[src/rtl/uart_pkg.sv]
// Shared UART definitions: receiver FSM states, data width and parity helper.
// Also intended for the companion transmit driver.
package uart_pkg;

    localparam int UART_DATA_BITS = 8;

    typedef enum logic [2:0] {
        IDLE,
        START,
        DATA,
        PARITY,
        STOP
    } uart_state_e;

    // Even parity bit: the value that makes the total count of ones even.
    function automatic logic even_parity(input logic [UART_DATA_BITS-1:0] b);
        return ^b;
    endfunction

endpackage

[src/rtl/uart_byte_fifo.sv]
// Byte FIFO with a registered head-of-queue output and an occupancy count.
// A push into an empty FIFO never falls through to a pop in the same cycle.
module uart_byte_fifo
    import uart_pkg::*;
#(
    parameter int DEPTH = 16
) (
    input  logic                        i_clk,
    input  logic                        i_reset,
    input  logic                        i_push,
    input  logic [UART_DATA_BITS-1:0]   i_data,
    input  logic                        i_pop,
    output logic [UART_DATA_BITS-1:0]   o_data,
    output logic                        o_full,
    output logic                        o_empty,
    output logic [$clog2(DEPTH):0]      o_count
);

    localparam int AW = $clog2(DEPTH);
    localparam int CW = AW + 1;

    logic [UART_DATA_BITS-1:0] r_mem [DEPTH];
    logic [AW-1:0]             r_wr_ptr;
    logic [AW-1:0]             r_rd_ptr;
    logic [CW-1:0]             r_count;
    logic [UART_DATA_BITS-1:0] r_head;

    logic          w_full;
    logic          w_empty;
    logic          w_do_push;
    logic          w_do_pop;
    logic [AW-1:0] w_rd_next;

    assign w_full    = (r_count == CW'(DEPTH));
    assign w_empty   = (r_count == '0);
    assign w_do_pop  = i_pop && !w_empty;
    assign w_do_push = i_push && (!w_full || w_do_pop);
    assign w_rd_next = r_rd_ptr + AW'(1);

    always_ff @(posedge i_clk) begin
        if (w_do_push) begin
            r_mem[r_wr_ptr] <= i_data;
        end
    end

    always_ff @(posedge i_clk) begin
        if (i_reset) begin
            r_wr_ptr <= '0;
            r_rd_ptr <= '0;
            r_count  <= '0;
            r_head   <= '0;
        end else begin
            if (w_do_push) begin
                r_wr_ptr <= r_wr_ptr + AW'(1);
            end
            if (w_do_pop) begin
                r_rd_ptr <= w_rd_next;
            end

            if (w_do_push && !w_do_pop) begin
                r_count <= r_count + CW'(1);
            end else if (w_do_pop && !w_do_push) begin
                r_count <= r_count - CW'(1);
            end

            // When the last stored byte leaves while a new one arrives, the next
            // head is still on the input bus rather than in memory.
            if (w_do_pop) begin
                if (r_count == CW'(1)) begin
                    if (w_do_push) begin
                        r_head <= i_data;
                    end
                end else begin
                    r_head <= r_mem[w_rd_next];
                end
            end else if (w_do_push && w_empty) begin
                r_head <= i_data;
            end
        end
    end

    assign o_data  = r_head;
    assign o_full  = w_full;
    assign o_empty = w_empty;
    assign o_count = r_count;

endmodule

[src/rtl/uart_rx_capture.sv]
// UART receiver capturing console bytes into a FIFO with a ready/valid output.
// Build option UART_RX_PARITY_EN selects 8E1 framing; otherwise 8N1.
module uart_rx_capture
    import uart_pkg::*;
#(
    parameter int CLKS_PER_BIT = 434,
    parameter int FIFO_DEPTH   = 16
) (
    input  logic                          clk,
    input  logic                          reset,
    input  logic                          rx,
    output logic                          out_valid,
    input  logic                          out_ready,
    output logic [UART_DATA_BITS-1:0]     out_data,
    output logic [$clog2(FIFO_DEPTH):0]   fifo_count,
    output logic                          frame_err,
    output logic                          parity_err,
    output logic                          overflow
);

    localparam int CNT_W = $clog2(CLKS_PER_BIT);
    localparam int IDX_W = $clog2(UART_DATA_BITS);
    localparam logic [CNT_W-1:0] FULL_RELOAD = CNT_W'(CLKS_PER_BIT - 1);
    localparam logic [CNT_W-1:0] HALF_RELOAD = CNT_W'(CLKS_PER_BIT / 2 - 1);
    localparam logic [IDX_W-1:0] LAST_IDX    = IDX_W'(UART_DATA_BITS - 1);

    logic                      r_rx_meta;
    logic                      r_rx_s;
    uart_state_e               r_state;
    logic [CNT_W-1:0]          r_cnt;
    logic [IDX_W-1:0]          r_bit_idx;
    logic [UART_DATA_BITS-1:0] r_shift;
    logic                      r_frame_err;
    logic                      r_overflow;
`ifdef UART_RX_PARITY_EN
    logic                      r_par_bad;
    logic                      r_parity_err;
`endif

    logic                      w_tick;
    logic                      w_stop_sample;
    logic                      w_par_bad;
    logic                      w_good;
    logic                      w_pop;
    logic                      w_full;
    logic                      w_empty;
    logic                      w_overflow;
    logic                      w_push;

    always_ff @(posedge clk) begin
        if (reset) begin
            r_rx_meta <= 1'b1;
            r_rx_s    <= 1'b1;
        end else begin
            r_rx_meta <= rx;
            r_rx_s    <= r_rx_meta;
        end
    end

`ifdef UART_RX_PARITY_EN
    assign w_par_bad = r_par_bad;
`else
    assign w_par_bad = 1'b0;
`endif

    assign w_tick        = (r_cnt == '0);
    assign w_stop_sample = (r_state == STOP) && w_tick;
    assign w_good        = w_stop_sample && r_rx_s && !w_par_bad;
    assign w_pop         = !w_empty && out_ready;
    // A full FIFO still accepts the byte if the consumer frees a slot this cycle.
    assign w_overflow    = w_good && w_full && !w_pop;
    assign w_push        = w_good && !w_overflow;

    always_ff @(posedge clk) begin
        if (reset) begin
            r_state     <= IDLE;
            r_cnt       <= '0;
            r_bit_idx   <= '0;
            r_shift     <= '0;
            r_frame_err <= 1'b0;
            r_overflow  <= 1'b0;
`ifdef UART_RX_PARITY_EN
            r_par_bad    <= 1'b0;
            r_parity_err <= 1'b0;
`endif
        end else begin
            r_frame_err <= 1'b0;
            r_overflow  <= 1'b0;
`ifdef UART_RX_PARITY_EN
            r_parity_err <= 1'b0;
`endif
            if (r_state != IDLE && !w_tick) begin
                r_cnt <= r_cnt - CNT_W'(1);
            end

            case (r_state)
                IDLE: begin
                    if (!r_rx_s) begin
                        r_state <= START;
                        r_cnt   <= HALF_RELOAD;
`ifdef UART_RX_PARITY_EN
                        r_par_bad <= 1'b0;
`endif
                    end
                end

                // A line that is high again at mid start bit was only a glitch.
                START: begin
                    if (w_tick) begin
                        if (!r_rx_s) begin
                            r_state   <= DATA;
                            r_cnt     <= FULL_RELOAD;
                            r_bit_idx <= '0;
                        end else begin
                            r_state <= IDLE;
                        end
                    end
                end

                DATA: begin
                    if (w_tick) begin
                        r_shift <= {r_rx_s, r_shift[UART_DATA_BITS-1:1]};
                        r_cnt   <= FULL_RELOAD;
                        if (r_bit_idx == LAST_IDX) begin
`ifdef UART_RX_PARITY_EN
                            r_state <= PARITY;
`else
                            r_state <= STOP;
`endif
                        end else begin
                            r_bit_idx <= r_bit_idx + IDX_W'(1);
                        end
                    end
                end

`ifdef UART_RX_PARITY_EN
                PARITY: begin
                    if (w_tick) begin
                        r_par_bad <= (r_rx_s != even_parity(r_shift));
                        r_cnt     <= FULL_RELOAD;
                        r_state   <= STOP;
                    end
                end
`endif

                STOP: begin
                    if (w_tick) begin
                        r_state <= IDLE;
                        if (!r_rx_s) begin
                            r_frame_err <= 1'b1;
`ifdef UART_RX_PARITY_EN
                        end else if (r_par_bad) begin
                            r_parity_err <= 1'b1;
`endif
                        end else if (w_overflow) begin
                            r_overflow <= 1'b1;
                        end
                    end
                end

                default: begin
                    r_state <= IDLE;
                end
            endcase
        end
    end

    uart_byte_fifo #(
        .DEPTH (FIFO_DEPTH)
    ) u_fifo (
        .i_clk   (clk),
        .i_reset (reset),
        .i_push  (w_push),
        .i_data  (r_shift),
        .i_pop   (w_pop),
        .o_data  (out_data),
        .o_full  (w_full),
        .o_empty (w_empty),
        .o_count (fifo_count)
    );

    assign out_valid = !w_empty;
    assign frame_err = r_frame_err;
    assign overflow  = r_overflow;
`ifdef UART_RX_PARITY_EN
    assign parity_err = r_parity_err;
`else
    assign parity_err = 1'b0;
`endif

endmodule

[config.mk]
export PLATFORM = sky130hd
export DESIGN_NAME = uart_rx_capture
export DESIGN_NICKNAME = d
export VERILOG_FILES = /design/src/rtl/uart_pkg.sv /design/src/rtl/uart_byte_fifo.sv /design/src/rtl/uart_rx_capture.sv
export SDC_FILE = /design/constraint.sdc
export NUM_CORES = 1
export LEC_CHECK = 0
export BUFFER_PORTS_ARGS = -buffer_cell sky130_fd_sc_hd__buf_2
export CAP_MARGIN = 20
export CELL_PAD_IN_SITES_DETAIL_PLACEMENT = 0
export CELL_PAD_IN_SITES_GLOBAL_PLACEMENT = 1
export CORE_MARGIN = 2
export CORE_UTILIZATION = 40
export CTS_BUF_LIST = sky130_fd_sc_hd__clkbuf_4 sky130_fd_sc_hd__clkbuf_8
export DETAILED_ROUTE_END_ITERATION = 6
export GPL_TIMING_DRIVEN = 0
export PLACE_DENSITY = 0.65
export SLEW_MARGIN = 20
export SYNTH_ARGS = -nofsm -noshare
export SYNTH_HDL_FRONTEND = slang
export SYNTH_SLANG_ARGS = --single-unit
[constraint.sdc]
create_clock -name clk -period 3.4 [get_ports clk]
set_input_delay 0.34 -clock clk [delete_from_list [all_inputs] [get_ports clk]]
set_output_delay 0.34 -clock clk [all_outputs]
set_load 0.05 [all_outputs]
# Word-level counts from Yosys, hierarchy flattened
# Memory sizes are Yosys's and may differ from the RTL's.
# Cells that the tools add are included.
[classes] bitwise=3 n_reduce_logical=33 n_eq_ne=14 muxes=28 n_addsub=6
[op_table] cell="$mux 9" n=5
[op_table] cell="$mux 8" n=4
[op_table] cell="$mux 3" n=9
[op_table] cell="$pmux 9 s3" n=1
[op_table] cell="$ne 2x2->1 const B" n=7
[op_table] cell="$logic_and 1x1->1" n=12
[op_table] cell="$pmux 3 s4" n=1
[op_table] cell="$mux 5" n=2
[op_table] cell="$reduce_and 5->1" n=2
[op_table] cell="$logic_not 9->1" n=1
[op_table] cell="$sub 9x1->9 const B" n=1
[op_table] cell="$add 4x1->4 const B" n=2
[op_table] cell="$logic_not 1->1" n=7
[op_table] cell="$eq 3x3->1 const B" n=2
[op_table] cell="$pmux 3 s2" n=1
[op_table] cell="$reduce_bool 2->1" n=3
[op_table] cell="$add 5x1->5 const B" n=1
[op_table] cell="$eq 5x1->1 const B" n=1
[op_table] cell="$eq 5x5->1 const B" n=1
[op_table] cell="$logic_not 5->1" n=1
[op_table] cell="$sub 5x1->5 const B" n=1
[op_table] cell="$mux 1" n=4
[op_table] cell="$reduce_and 2->1" n=2
[op_table] cell="$reduce_or 4->1" n=1
[op_table] cell="10 further kinds" n=12
[word_totals] mem_bits_rw=128 reg_bits=48 memories=1 out_inout_bits=17 elab_cells=97 in_bits=4
[mem_list] memory="u_fifo.r_mem" depth=16 width=8 read_ports=1 rd_clocked_by_memory_dff=0 wr=1 line_no="uart_byte_fifo.sv:22" rtl="logic [UART_DATA_BITS-1:0] r_mem [DEPTH];"

# Depth between registers and ports, before layout
# Gate-level depths: netlist of the first run.
[logic_depth] depth_word=12 mapped_depth=11 depth_no_buf=10

# Hierarchy
# A second synthesis of the first run with hierarchy kept.
[hier_totals] hier_cells=553 area_unflattened_um2=7618.6
[modules_own_cells] module="uart_byte_fifo" cells_per_inst=406 area_per_inst_um2=6284.8 seq_area_each_um2=4264.1 n_inst=1
[modules_own_cells] module="uart_rx_capture" cells_per_inst=147 area_per_inst_um2=1333.8 seq_area_each_um2=540.5 n_inst=1

# Least setup slack after synthesis of the first run
# No wires, ideal clock.
[synth_path] kind="register to register" start="register u_fifo.r_count[0], in the netlist u_fifo.o_count[0]" end="memory u_fifo.r_mem[0][0], enable pin" t_required_ps=3017 path_slack_ps=712 path_stages_with_launch=8 period_less_slack_ps=2688 t_arrival_ps=2305 cell_sequence="dfxtp_1 inv_1 ha_1 nand4b_1 and2_1 clkbuf_1 nand2_1 nor3_1"
[synth_between] elab_chain_len=10 elab_cells_between_ends=15 classes_between="eq/ne (1); mux (2); reduce/logical (12)"
[synth_rtl] item="start, declared" line_no="uart_byte_fifo.sv:25" rtl="logic [CW-1:0] r_count;"
[synth_rtl] item="start signal, assigned" line_no="uart_byte_fifo.sv:61" rtl="r_count <= r_count + CW'(1);"
[synth_rtl] item="start signal, assigned" line_no="uart_byte_fifo.sv:63" rtl="r_count <= r_count - CW'(1);"
[synth_rtl] item="$logic_not 5->1" line_no="uart_byte_fifo.sv:35" rtl="assign w_empty = (r_count == '0);"
[synth_rtl] item="$logic_not 1->1" line_no="uart_byte_fifo.sv:36, uart_rx_capture.sv:69"
[synth_rtl] item="$logic_and 1x1->1" line_no="uart_rx_capture.sv:69" rtl="assign w_pop = !w_empty && out_ready;"
[synth_rtl] item="$logic_not 1->1" line_no="uart_rx_capture.sv:71" rtl="assign w_overflow = w_good && w_full && !w_pop;"
[synth_rtl] item="$logic_and 1x1->1" line_no="uart_rx_capture.sv:71"
[synth_rtl] item="$logic_not 1->1" line_no="uart_rx_capture.sv:72" rtl="assign w_push = w_good && !w_overflow;"
[synth_rtl] item="$logic_and 1x1->1" line_no="uart_rx_capture.sv:72"
[synth_rtl] item="$logic_and 1x1->1 *" line_no="uart_byte_fifo.sv:37" rtl="assign w_do_push = i_push && (!w_full || w_do_pop);"
[synth_rtl] item="net u_fifo.w_do_push" line_no="uart_byte_fifo.sv:30" rtl="logic w_do_push;"
[synth_rtl] item="$mux 1 *" line_no="uart_byte_fifo.sv:41" rtl="if (w_do_push) begin"
[synth_rtl] item="$mux 1 (implied by the code) *" line_no="uart_byte_fifo.sv:42" rtl="r_mem[r_wr_ptr] <= i_data;"
[synth_rtl] item="end, declared" line_no="uart_byte_fifo.sv:22"
# The timed path passes the listed nets; every way through them passes the cells marked *.

# Final worst setup path of the first run
[layout_path] start="register r_cnt[0]" end="memory u_fifo.r_mem[5][7], enable pin"
[layout_between] elab_chain_len=10
[layout_rtl] item="start, declared" line_no="uart_rx_capture.sv:30" rtl="logic [CNT_W-1:0] r_cnt;"
[layout_rtl] item="start signal, assigned" line_no="uart_rx_capture.sv:93" rtl="r_cnt <= r_cnt - CNT_W'(1);"
[layout_rtl] item="$logic_not 9->1 *" line_no="uart_rx_capture.sv:66" rtl="assign w_tick = (r_cnt == '0);"
[layout_rtl] item="$logic_and 1x1->1 *" line_no="uart_rx_capture.sv:67" rtl="assign w_stop_sample = (r_state == STOP) && w_tick;"
[layout_rtl] item="$logic_and 1x1->1 *" line_no="uart_rx_capture.sv:68" rtl="assign w_good = w_stop_sample && r_rx_s && !w_par_bad;"
[layout_rtl] item="$logic_and 1x1->1 (2 in series)" line_no="uart_rx_capture.sv:71"
[layout_rtl] item="$logic_not 1->1" line_no="uart_rx_capture.sv:72"
[layout_rtl] item="$logic_and 1x1->1 *" line_no="uart_rx_capture.sv:72"
[layout_rtl] item="$logic_and 1x1->1 *" line_no="uart_byte_fifo.sv:37"
[layout_rtl] item="net u_fifo.w_do_push" line_no="uart_byte_fifo.sv:30"
[layout_rtl] item="$mux 1 *" line_no="uart_byte_fifo.sv:41"
[layout_rtl] item="$mux 1 (implied by the code) *" line_no="uart_byte_fifo.sv:42"
# Marks and branches as above.

==> results of run 1 <==
[worst register-to-register path, cell delays in order, from the launching register on]
cell      delay (ps)
dfxtp_1          320
inv_1            150
ha_1             240
nor2b_1          400
and4_2           350
and2_1           130
clkbuf_1         250
nand2_1          200
nor2_1           720
[sequential cells by signal, indices dropped and copies added, names as in the netlist, 4 cells and up]
name             count
u_fifo.r_rd_ptr      4
u_fifo.r_mem       128
u_fifo.r_wr_ptr      4
u_fifo.o_count       5
r_cnt                9
u_fifo.o_data        8
r_shift              8
[area by class of cell]
type	instances	area [sq um]	area share (%)
plain buffers	31	140	1.72
inverters	10	37.5	0.461
multi-input cells	335	2410	29.6
flip-flops and latches	176	4800	59.0
clock inverters	9	86.3	1.06
well taps	229	287	3.52
clock buffers	23	285	3.50
repair buffers	19	95.1	1.17
[cell families (layout without fill, tap and decap cells)]
kind of cell | count (synthesis) | in the layout | share of synthesized area (%)
compound gates | 87 | 87 | 8.22
other cells | 1 | 1 | 0.0509
fa+ha+maj | 13 | 13 | 2.21
mux | 61 | 61 | 9.31
flops | 176 | 176 | 65.2
simple gates | 157 | 157 | 10.7
xor+xnor | 16 | 16 | 1.90
buf+inv | 41 | 92 | 2.41
[synthesized netlist by cell type, types with 3 or more instances]
cell type  instances
edfxtp_1         128
mux2i_1           55
nor2_1            50
dfxtp_1           48
nand2_1           38
a21oi_1           28
a22oi_1           27
clkbuf_1          16
nand3_1           14
ha_1              13
inv_1             10
nor3_1            10
buf_2              9
a311oi_1           8
xnor2_1            8
xor2_1             8
a32oi_1            7
mux4_2             6
nand2b_1           6
nand4_1            4
nor2b_1            4
or3_1              4
a211oi_1           3
buf_1              3
nand3b_1           3
nor4_1             3
o21ai_0            3
[power groups by stage]
stage | registers, mW | clock network (mW) | logic [mW]
after detailed placement | 2.50 | 0 | 1.94
after global routing | 2.46 | 1.50 | 2.09
final | 2.45 | 1.38 | 1.93
after global placement | 2.49 | 0 | 1.92
after CTS | 2.45 | 1.41 | 1.95
after floorplan | 2.73 | 0 | 1.22
[routing by layer]
layer | track usage (%) | up-vias | share of wire (%)
met1 | 24.3 | 2177 | 47
met3 | 4.23 | 10 | 4.4
met5 | 0 | - | 0
met2 | 28.1 | 82 | 48
met4 | 3.95 | 0 | 0.78
li1 | - | 2163 | -
[through the flow]
step | utilization (%) | hold WS (ps) | cell area, sq um | worst slack (ps) | TNS (ps)
6_report | 45.2 | 66.8 | 8150 | 283 | 0
5_1_grt | 45.2 | 35.2 | 8150 | 22.8 | 0
4_1_cts | 45.2 | 30.1 | 8140 | 247 | 0
3_5_place_dp | 43.1 | 402 | 7770 | 269 | 0
3_3_place_gp | 43.0 | 394 | 7750 | -13.1 | -103
2_1_floorplan | - | 389 | 7370 | 712 | 0
[worst max path at each step]
stage	depth (start not counted)	from	slack, ps	endpoint
floorplan	7	u_fifo.o_count[0]$_SDFFE_PP0P_	710	u_fifo.r_mem[0][0]$_DFFE_PP_
global placement	8	r_cnt[0]$_SDFF_PP0_	-10	u_fifo.r_mem[2][1]$_DFFE_PP_
detailed placement	8	r_cnt[0]$_SDFF_PP0_	270	u_fifo.r_mem[4][0]$_DFFE_PP_
CTS	8	r_cnt[0]$_SDFF_PP0_	250	u_fifo.r_mem[4][5]$_DFFE_PP_
global route	8	r_cnt[0]$_SDFF_PP0_	20	u_fifo.r_mem[5][7]$_DFFE_PP_
finish	8	r_cnt[0]$_SDFF_PP0_	280	u_fifo.r_mem[5][7]$_DFFE_PP_
[what timing repair did]
item / CTS / global route
gates resized for setup: 0 / 2
setup endpoints to repair: 0 / 10
hold endpoints to repair: 0 / 0
==> metrics.txt, run 1 <==
CTS Hold Bufs 0; hold endpoint r_rx_meta$_SDFF_PP1_; slowest CP cell nor2_1; MaxCap Viol Count 0; die width 140 um; switching share of power 35.8%; Main synth FF type edfxtp_1; Fill cells 1703; gr ovfl total 0; CP Buf/Inv Count 2; initial DRC count 339; n_diodes 0; RD Place Congestion 0.765; IO buf count 19; Internal 3.69 mW; startpoint type of the worst setup path flip-flop; Post-CTS Setup Repair Bufs 0; synthesized netlist cell count 552; CP required 3490 ps; CP endpoint kind flip-flop; vias in the first global route 4426; CTS clock-pin slew for the worst setup and hold paths 90 ps; TritonCTS clock tree built; initial antenna violation count 0; Yosys top cell area share 52.2%; ys async rst share 0%; WL final 16.3 mm; Comb power frac 33.5%; Via Count 4432; Worst IR Drop VDD 434 uV; Avg WL per Cell 19.6 um; worst hold path class in2reg; clk root buf clkbuf_8; Post-Layout Cell Count 832; R2R depth 8; Worst Tran Pin Value 908 ps; Die Y 140 um; Total Routing Usage GR 17.5%; FF-to-FF End u_fifo.r_mem[5][7]$_DFFE_PP_; switching pwr 2.06 mW; Num CTS Buffers 17; crit-path max cell delay 720 ps; Final Critical Period 3120 ps; PD cells 706 nW/um^2; RSZ-0062 raised after global routing false; Yosys warnings 0; Core ar. 18000 sq um; Pre-antenna DRT Iters 4; post-synthesis sequential area ratio 65.2%; Min-Delay Path Depth 2; # rows 49; DR DRC count 0; final clock skew 14.9 ps; Final period util 91.7%; worst path cell trace inv_1, ha_1, nor2b_1, and4_2, and2_1, clkbuf_1, nand2_1, nor2_1; Slew headroom 39.2%; most common cell after layout, fill and taps aside edfxtp_1; final hold viol count 0; post-route ant nets 0; number of synthesized register bits 176; CP top delay family simple AND/OR/NAND/NOR gates; Clock Latency Late Sink 460 ps; top post-synthesis cells by area edfxtp_1, dfxtp_1, mux2i_1; dpl cells 800; final setup violation count 0; Starting Density 40.9%; Top-Level Pins 21; htree depth 4; largest net degree at the start of global routing 20; CP arrival 3210 ps; vias per inst 5.33; status complete, no violations; nets 607; most frequent cells in the layout edfxtp_1, mux2i_1, nor2_1, dfxtp_1, nand2_1; area leader, netlist edfxtp_1; Mapped Area 7370 sq um; power consumption 5.75 mW; r2r setup slk 280 ps; CP Class reg2reg; Avg Inst Size Synth 13.3 sq um; Hold Path Origin rx; Max Clk Rate 321 MHz; Die ar. 19500 sq um; post-synthesis cell type count 57; Post-synth EDFFs 128; final slew viol count 0; reg2reg start r_cnt[0]$_SDFF_PP0_; Synthesized Nets 569; Max Root-Sink Buffers 2; post-DP HPWL 11.0 mm; clock share of power 24.0%; first-pass GRT wire length 25.8 mm; Leak Pwr 2.76 nW; Worst Path Max Fanout 8; layout cell share with drive strength beyond 1 14.4%; clock net sink count 176; synthesis-to-finish area growth 10.6%; Reg power frac 42.5%
No activity file was read; power rests on OpenSTA's default activity.
==> run 2, diff against run 1 <==
- ABC_AREA: unset -> 1
- PLACE_DENSITY: 0.65 -> 0.68
==> metrics.txt, run 2 <==
Num CTS Buffers 17 (unchanged); number of synthesized register bits 176 (unchanged); worst hold slack 44.7 ps (-22.1 ps); Post-Layout Cell Count 1155 (+39%); largest net degree at the start of global routing 19 (-5.0%); post-DP HPWL 14.0 mm (+27%); initial DRC count 501 (+48%); layout cell share with drive strength beyond 1 10.6% (-3.9 points); crit-path max cell delay 700 ps (-20 ps); post-route cell area 8690 sq um (+6.7%); Critical Path Source r_cnt[0]$_SDFF_PP0_; Worst Path Max Fanout 8 (unchanged); synthesis-to-finish area growth 10.1%; slowest CP cell nor2_1; worst path cell trace inv_1, ha_1, nand2_2, nor2_4, nand3_2, nor2_2, nand2_2, clkinv_2, nand2_1, nor2_1; most common cell after layout, fill and taps aside nand2_1; Main synth FF type edfxtp_1; Die Y 144 um (+3.4%); power consumption 6.18 mW (+7.5%); dpl cells 1123 (+40%); CP endpoint kind flip-flop; CP Class reg2reg; Avg Inst Size Synth 9.40 sq um (-30%); final setup violation count 0 (unchanged); Starting Density 40.7% (-0.19 points); RD Place Congestion 0.990 (+29%); MaxCap Viol Count 0 (unchanged); final hold viol count 0 (unchanged); n_diodes 0 (unchanged); post-route ant nets 0 (unchanged); post-synthesis sequential area ratio 60.9% (-4.3 points); Synthesized Nets 857 (+51%); clk root buf clkbuf_8; DR DRC count 0 (unchanged); reg2reg start r_cnt[0]$_SDFF_PP0_; initial antenna violation count 0 (unchanged); # rows 51 (+4.1%); Largest register FFs 128 (unchanged); post-synthesis cell type count 36 (-37%); htree depth 4 (unchanged); Post-synth EDFFs 128 (unchanged); Top-Level Pins 21 (unchanged); startpoint type of the worst setup path flip-flop; Hold Path Origin rx; Worst Tran Pin Value 990 ps (+81.2 ps); Leak Pwr 3.67 nW (+33%); synthesized netlist cell count 840 (+52%); top post-synthesis cells by area edfxtp_1, dfxtp_1, nand2_1; vias per inst 4.91 (-7.9%); worst hold path class in2reg; Pre-antenna DRT Iters 6 (+2); ys async rst share 0% (unchanged); clock net sink count 176 (unchanged); Critical Path Most Common Cell nand2_2; FF-to-FF End u_fifo.r_mem[2][3]$_DFFE_PP_; gr ovfl total 0 (unchanged); Via Count 5666 (+28%); Yosys warnings 0 (unchanged); CP required 3490 ps (about the same); final clock skew 10.7 ps (-4.25 ps); IO buf count 18 (-1); Mapped Area 7890 sq um (+7.1%); TritonCTS clock tree built; CTS Hold Bufs 0 (unchanged); first-pass GRT wire length 31.0 mm (+20%); die width 144 um (+3.4%); area leader, netlist edfxtp_1; synth cell count leaders nand2_1, edfxtp_1, inv_1; Die ar. 20900 sq um (+6.9%); Slew headroom 33.8% (-5.4 points); Post-CTS Setup Repair Bufs 0 (unchanged); biggest regs u_fifo.r_mem (128), r_cnt (9); PD cells 712 nW/um^2 (+0.81%); vias in the first global route 5498 (+24%); nets 894 (+47%); Yosys top cell area share 48.7% (-3.5 points); Core ar. 19400 sq um (+7.6%); CP Capture Point u_fifo.r_mem[2][3]$_DFFE_PP_; Final Critical Period 2740 ps (-377 ps); R2R depth 10 (+2); Avg WL per Cell 16.9 um (-14%); WL final 19.6 mm (+20%); setup_tns 0 ps (unchanged); final slew viol count 0 (unchanged); most frequent cell after synthesis nand2_1; most frequent cells in the layout nand2_1, edfxtp_1, inv_1, nand3_1, dfxtp_1; CP arrival 2830 ps (-380 ps); post-cts sizing count 0 (unchanged); CTS clock-pin slew for the worst setup and hold paths 90 ps (about the same); RSZ-0062 raised after global routing false; Max Root-Sink Buffers 2 (unchanged); Clock Latency Late Sink 470 ps (about the same); DP Area 8320 sq um (+7.0%); Worst IR Drop VDD 517 uV (+19%); Total Routing Usage GR 20.3% (+2.8 points); Final period util 80.6% (-11 points); Fill cells 1938 (+14%); Max Clk Rate 365 MHz (+14%); r2r setup slk 660 ps (+380 ps); status complete, no violations; Top reg by flops u_fifo.r_mem
-- run 2: where the power goes --
part | switching [mW] | internal, mW | leakage [nW]
clock | 0.757 | 0.614 | 0.172
combinational | 1.66 | 0.703 | 2.05
sequential | 0.0904 | 2.36 | 1.44
-- run 2: worst min path at each step --
| stage | slack (ps) | end | cells past startpoint |
|---|---|---|---|
| 2_1_floorplan | 390 | r_rx_s$_SDFF_PP1_ | 1 |
| 5_1_grt | 30 | r_rx_meta$_SDFF_PP1_ | 2 |
| 3_5_place_dp | 400 | r_rx_s$_SDFF_PP1_ | 1 |
| 3_3_place_gp | 400 | r_rx_s$_SDFF_PP1_ | 1 |
| 6_report | 40 | r_rx_meta$_SDFF_PP1_ | 2 |
| 4_1_cts | 20 | r_rx_meta$_SDFF_PP1_ | 2 |
-- run 2: logic make-up (layout without fill, tap and decap cells) --
kind of cell | count (synthesis) | in the layout | synth area share, %
xor+xnor | 10 | 10 | 1.54
buf+inv | 142 | 192 | 7.28
other cells | 1 | 1 | 0.0475
compound gates | 79 | 79 | 5.28
flops | 176 | 176 | 60.9
fa+ha+maj | 13 | 13 | 2.06
simple gates | 419 | 419 | 22.9
-- run 2: final cells by class --
type | instances | area [sq um] | area share (%)
clock inverters | 12 | 110 | 1.27
well taps | 265 | 332 | 3.82
plain buffers | 31 | 156 | 1.80
flip-flops and latches | 176 | 4800 | 55.3
inverters | 111 | 418 | 4.81
clock buffers | 20 | 263 | 3.02
repair buffers | 18 | 90.1 | 1.04
multi-input cells | 522 | 2510 | 28.9
-- run 2: per-layer routing --
layer / vias to the layer above / part of all wire [%] / track usage, %
met4: 0 / 2.6 / 7.61
met3: 31 / 4.7 / 3.31
met2: 149 / 48 / 34.2
met5: - / 0 / 0
met1: 2653 / 44 / 26.4
li1: 2833 / - / -
-- run 2: per-stage QoR --
step | setup WS [ps] | util [%]
floorplan | 774 | -
global placement | 649 | 42.9
detailed placement | 654 | 42.9
CTS | 625 | 44.8
global route | 414 | 44.8
finish | 660 | 44.8
-- run 2: critical path, delay by kind of cell, from the launching register on --
kind	cells	cell delay, ps
flops	1	330
buf+inv	2	270
simple gates	7	1540
fa+ha+maj	1	210
